===== src/rtl/config_chain_loader_pkg.sv =====
// Shared types and helpers for the configuration chain loader.
package config_chain_loader_pkg;

    typedef enum logic [1:0] {
        ST_IDLE,
        ST_FETCH,
        ST_SHIFT,
        ST_DONE
    } loader_state_e;

    // Number of host words needed to cover the whole chain (last one may be partial).
    function automatic int unsigned words_per_chain(input int unsigned chain_length,
                                                    input int unsigned word_width);
        return (chain_length + word_width - 1) / word_width;
    endfunction

endpackage


===== src/rtl/config_chain_loader_readback_packer.sv =====
// Serial-to-parallel assembler for bits leaving the chain tail, LSB first.
module config_readback_packer
    import config_chain_loader_pkg::*;
#(
    parameter int unsigned  WORD_WIDTH = 8,
    localparam int unsigned FILL_WIDTH = $clog2(WORD_WIDTH)
) (
    input  logic                  clk,
    input  logic                  rst_n,
    input  logic                  clear,
    input  logic                  shift_en,
    input  logic                  bit_in,
    input  logic                  flush,
    output logic [WORD_WIDTH-1:0] data_out,
    output logic                  valid_out
);
    logic [WORD_WIDTH-1:0] rb_sreg_q, rb_sreg_d;
    logic [WORD_WIDTH-1:0] rb_data_q, rb_data_d;
    logic [FILL_WIDTH-1:0] fill_q, fill_d;
    logic                  rb_valid_q, rb_valid_d;
    logic [WORD_WIDTH-1:0] word;

    always_ff @(posedge clk or negedge rst_n) begin
        if (!rst_n) begin
            rb_sreg_q  <= '0;
            rb_data_q  <= '0;
            fill_q     <= '0;
            rb_valid_q <= 1'b0;
        end else begin
            rb_sreg_q  <= rb_sreg_d;
            rb_data_q  <= rb_data_d;
            fill_q     <= fill_d;
            rb_valid_q <= rb_valid_d;
        end
    end

    // Bits land at their final index, so a flushed partial word is already right-aligned.
    always_comb begin
        rb_sreg_d  = rb_sreg_q;
        rb_data_d  = rb_data_q;
        fill_d     = fill_q;
        rb_valid_d = 1'b0;
        word       = rb_sreg_q;
        word[fill_q] = bit_in;
        if (clear) begin
            rb_sreg_d = '0;
            fill_d    = '0;
        end else if (shift_en) begin
            if (flush || (fill_q == FILL_WIDTH'(WORD_WIDTH - 1))) begin
                rb_data_d  = word;
                rb_valid_d = 1'b1;
                rb_sreg_d  = '0;
                fill_d     = '0;
            end else begin
                rb_sreg_d = word;
                fill_d    = fill_q + FILL_WIDTH'(1);
            end
        end
    end

    assign data_out  = rb_data_q;
    assign valid_out = rb_valid_q;

endmodule


===== src/rtl/config_chain_loader.sv =====
// Writer end of the serial configuration chain: serializes host words into the chain head
// and returns the previous chain contents as readback words.
module config_chain_loader
    import config_chain_loader_pkg::*;
#(
    parameter int unsigned  CHAIN_LENGTH = 40,
    parameter int unsigned  WORD_WIDTH   = 8,
    localparam int unsigned CNT_WIDTH    = $clog2(CHAIN_LENGTH + 1)
) (
    input  logic                  clock,
    input  logic                  config_nreset,
    input  logic                  start,
    input  logic [WORD_WIDTH-1:0] in_data,
    input  logic                  in_valid,
    output logic                  in_ready,
    output logic                  chain_data,
    output logic                  chain_enable,
    input  logic                  chain_tail,
    output logic [WORD_WIDTH-1:0] rb_data,
    output logic                  rb_valid,
    output logic                  busy,
    output logic                  done
);
    localparam int unsigned WB_WIDTH = $clog2(WORD_WIDTH + 1);

    loader_state_e         state_q, state_d;
    logic [WORD_WIDTH-1:0] sreg_q, sreg_d;
    logic [CNT_WIDTH-1:0]  bit_count_q, bit_count_d;
    logic [WB_WIDTH-1:0]   word_bits_q, word_bits_d;
    int unsigned           bits_left;
    logic                  word_last;
    logic                  last_shift;

    always_ff @(posedge clock or negedge config_nreset) begin
        if (!config_nreset) begin
            state_q     <= ST_IDLE;
            sreg_q      <= '0;
            bit_count_q <= '0;
            word_bits_q <= '0;
        end else begin
            state_q     <= state_d;
            sreg_q      <= sreg_d;
            bit_count_q <= bit_count_d;
            word_bits_q <= word_bits_d;
        end
    end

    always_comb begin
        bits_left  = CHAIN_LENGTH - 32'(bit_count_q);
        word_last  = (word_bits_q == WB_WIDTH'(1));
        last_shift = (state_q == ST_SHIFT) && (bits_left == 1);
    end

    always_comb begin
        state_d = state_q;
        case (state_q)
            ST_IDLE:  if (start)     state_d = ST_FETCH;
            ST_FETCH: if (in_valid)  state_d = ST_SHIFT;
            ST_SHIFT: if (word_last) state_d = last_shift ? ST_DONE : ST_FETCH;
            ST_DONE:                 state_d = ST_IDLE;
            default:                 state_d = ST_IDLE;
        endcase
    end

    // The last word is clipped to the bits still missing from the chain.
    always_comb begin
        sreg_d      = sreg_q;
        bit_count_d = bit_count_q;
        word_bits_d = word_bits_q;
        case (state_q)
            ST_IDLE: if (start) bit_count_d = '0;
            ST_FETCH: if (in_valid) begin
                sreg_d      = in_data;
                word_bits_d = (bits_left >= WORD_WIDTH) ? WB_WIDTH'(WORD_WIDTH)
                                                        : WB_WIDTH'(bits_left);
            end
            ST_SHIFT: begin
                sreg_d      = sreg_q >> 1;
                bit_count_d = bit_count_q + CNT_WIDTH'(1);
                word_bits_d = word_bits_q - WB_WIDTH'(1);
            end
            default: ;
        endcase
    end

    always_comb begin
        in_ready     = (state_q == ST_FETCH);
        chain_enable = (state_q == ST_SHIFT);
        chain_data   = (state_q == ST_SHIFT) && sreg_q[0];
        busy         = (state_q != ST_IDLE);
        done         = (state_q == ST_DONE);
    end

    config_readback_packer #(
        .WORD_WIDTH(WORD_WIDTH)
    ) u_packer (
        .clk       (clock),
        .rst_n     (config_nreset),
        .clear     ((state_q == ST_IDLE) && start),
        .shift_en  (state_q == ST_SHIFT),
        .bit_in    (chain_tail),
        .flush     (last_shift),
        .data_out  (rb_data),
        .valid_out (rb_valid)
    );

endmodule


===== config.mk =====
export PLATFORM = sky130hd
export DESIGN_NAME = config_chain_loader
export DESIGN_NICKNAME = d
export VERILOG_FILES = /design/src/rtl/config_chain_loader_pkg.sv /design/src/rtl/config_chain_loader_readback_packer.sv /design/src/rtl/config_chain_loader.sv
export SDC_FILE = /design/constraint.sdc
export NUM_CORES = 1
export LEC_CHECK = 0
export BUFFER_PORTS_ARGS = -buffer_cell sky130_fd_sc_hd__buf_4
export CORE_MARGIN = 5
export CORE_UTILIZATION = 55
export CTS_CLUSTER_DIAMETER = 40
export CTS_CLUSTER_SIZE = 8
export DETAILED_ROUTE_END_ITERATION = 12
export PLACE_DENSITY = 0.77
export SLEW_MARGIN = 0
export SYNTH_ARGS = -nofsm -noshare
export SYNTH_HDL_FRONTEND = slang
export SYNTH_HIERARCHICAL = 1
export SYNTH_SLANG_ARGS = --single-unit

===== constraint.sdc =====
create_clock -name clock -period 5.6 [get_ports clock]
set_clock_uncertainty 0.15 [all_clocks]
set_input_delay 0.56 -clock clock [delete_from_list [all_inputs] [get_ports clock]]
set_output_delay 0.56 -clock clock [all_outputs]
set_load 0.005 [all_outputs]

==> results.yml <==
run_status:
  status: "complete, no violations"
synthesis:
  yosysTopAreaCellShare: 0.4329
  yosys.area.top_type: "dfrtp_1"
  synth_warnings: 6
  synth_edf_count: 0
  netlist_area_um2: 2312
  yosys.cell_types.count: 51
  synth_nets: 248
  ys_top_cells_by_area: "dfrtp_1, mux2i_1, a21oi_1"
  synth-seq-cells: 40
  netlist_instances: 227
  synth_flop_cell: "dfrtp_1"
  synth.avg_cell_area_um2: 10.19
  yosysSeqAreaShare: 0.4329
  synthArstFlopShare: 1.000
clock_network:
  htreeDepth: 2
  cts_resized: 0
  cts_tree: "built"
  clock-root-buffer: "clkbuf_8"
  clk_latency_ns: 0.29
  ctsHoldBuffers: 0
  numClockSinks: 40
  numCtsBuffers: 5
  clk_pin_slew_ns: 0.08
  post_cts_buffers: 0
  clk_path_buf_depth: 2
global_route:
  overflow: 0
  antenna_found_initial: 0
  grt_pass1_wl_um: 7700
  grt_max_degree: 41
  first_global_vias: 1660
  track_usage: 0.1805
place:
  gp_congestion: 0.8096
  placed_cell_area_um2: 2480
  io_buffers: 26
  dp_hpwl_um: 3103
detailed_routing:
  wire_per_inst_um: 15.32
  drtPass1Iterations: 4
  drc: 0
  drt_iter0_drc: 85
  antenna_left: 0
  viasPerCell: 5.787
  vias: 1713
  drt_wl_total_um: 4536
finish:
  diodes: 0
  drive_above_1_share: 0.2073
  final_cell_mix: "dfrtp_1, a21oi_1, buf_4"
  area_growth_syn_to_layout_pct: 14.12
  final.fill_count: 339
  final_common_cell: "dfrtp_1"
  finalInstanceArea_um2: 2639
  finalNetCount: 266
  fin_util: 0.6550
floorplan:
  start_util: 0.5739
  rows: 23
  die_x_um: 74.84
  die_y_um: 74.84
  fp.coreArea_um2: 4029
  die_area_um2: 5601
  io_pins: 27
setup_path:
  end_kind: "flip-flop"
  start_kind: "flip-flop"
  critPathMaxStageDelay_ns: 0.48
  crit_slowest_cell: "nor4bb_1"
  cp_max_fo: 9
  cp_cell_sequence: "inv_1, ha_1, nor4bb_1, a311oi_4, nor3_2, or2_1, and2_1, a21oi_1"
  critical_path_class: "reg -> reg"
  cp.arrival_ns: 2.77
  cp.required_ns: 5.61
timing:
  fmax_mhz: 362.9
  relSlewSlack: 0.4575
  grt_setup_unrepaired: "false"
  slew_violations: 0
  finalHoldViolations: 0
  min_period_ns: 2.756
  min_period_over_period: 0.4921
  setup-tns-final_ns: 0
  tightest_slew_ns: 0.8137
  setup_violations: 0
power:
  vdd_ir_drop_max_mv: 0.2778
  switchingPower_w: 0.0004560
  intPower_w: 0.0008423
  power.leakage_nw: 1.214
  power_density_nw_per_um2: 492.0
  clkPwrFrac: 0.250
  switching_share: 0.3512
  seq_power_share: 0.387
  combPwrFrac: 0.364
run:
  max-cap-violations: 0
worst_hold_path:
  hp-class: "in -> async"
routing by layer:
layer,routed length [um],track usage
met5,0,0
met4,58,0.08103
met3,227,0.03071
met2,2028,0.2853
met1,2221,0.2432
layout make-up:
class                           count  area (um2)  area share
Inverter                            6       22.52    0.008535
Clock buffer                        5       68.82     0.02608
Tap cell                           50       62.56     0.02371
Sequential cell                    40        1001      0.3793
Clock inverter                      3       90.09     0.03414
Timing Repair Buffer               27       202.7     0.07681
Multi-Input combinational cell    165        1191      0.4514
registers in the layout, indices dropped and copies added (netlist names):
register	flops
sreg_q	8
u_packer/data_out	8
u_packer/rb_sreg_q	8
bit_count_q	6
word_bits_q	4
u_packer/fill_q	3
state_q	2
u_packer/valid_out	1
cell usage after synthesis, types with 3 or more instances:
library cell and count:
and2_1 3, inv_1 6, nand3_1 8, a211oi_1 8
a21oi_1 27, nor2_1 4, nand2b_1 4, a22o_1 8
a21o_1 3, nand2_1 9, nor2b_1 11, nor3b_2 3
ha_1 8, o21ai_0 14, mux2i_1 15, clkbuf_1 5
buf_6 4, and3b_1 3, dfrtp_1 40, buf_2 5
final timing paths:
path	cells after the start	slack, ns	from	to
max in group asynchronous	1	4.87	config_nreset	bit_count_q[3]$_DFFE_PN0P_
worst max register to register	8	2.84	bit_count_q[0]$_DFFE_PN0P_	u_packer/data_out[5]$_DFFE_PN0P_
worst min register to register	1	0.35	u_packer/rb_sreg_q[2]$_DFFE_PN0P_	u_packer/rb_sreg_q[2]$_DFFE_PN0P_
worst max-delay path	8	2.84	bit_count_q[0]$_DFFE_PN0P_	u_packer/data_out[5]$_DFFE_PN0P_
worst min-delay path	1	0.09	config_nreset	u_packer/valid_out$_DFF_PN0_
min in group clock	1	0.35	u_packer/rb_sreg_q[2]$_DFFE_PN0P_	u_packer/rb_sreg_q[2]$_DFFE_PN0P_
worst max-delay path, delay by kind of cell, from the launching register on:
kind,cells,cell delay (ns)
adder cells (fa/ha/maj),1,0.28
buffers and inverters,1,0.10
flip-flops,1,0.47
AND/OR/NAND/NOR,4,1.42
AO/OA/AOI/OAI,2,0.20
cell families after synthesis:
kind of cell	count (synthesis)	share of synthesized area
xor gates and xnor gates	2	0.007577
AOI/OAI and AO/OA	70	0.1964
and+or+nand+nor	70	0.2029
buffers and inverters	22	0.05194
muxes	15	0.06493
adders and majority gates	8	0.04329
DFF	40	0.4329
stage by stage:
step,hold slack (ns),setup WS [ns],std cells,total power (W)
after global routing,0.1215,2.636,296,0.001400
after CTS,0.09993,2.851,296,0.001309
after global placement,0.3279,2.983,288,0.0009596
after detailed placement,0.3317,2.865,288,0.0009790
after floorplan,0.1144,3.225,227,0.0008642
final,0.08670,2.844,296,0.001298
power by group through the flow:
stage | Clock [W] | Sequential (W) | Combinational [W]
floorplan | 0 | 0.000436 | 0.000428
global placement | 0 | 0.000499 | 0.000460
detailed placement | 0 | 0.000505 | 0.000474
CTS | 0.000331 | 0.000500 | 0.000478
global route | 0.000342 | 0.000522 | 0.000536
finish | 0.000324 | 0.000502 | 0.000472
Power figures use the tool's default switching activity.
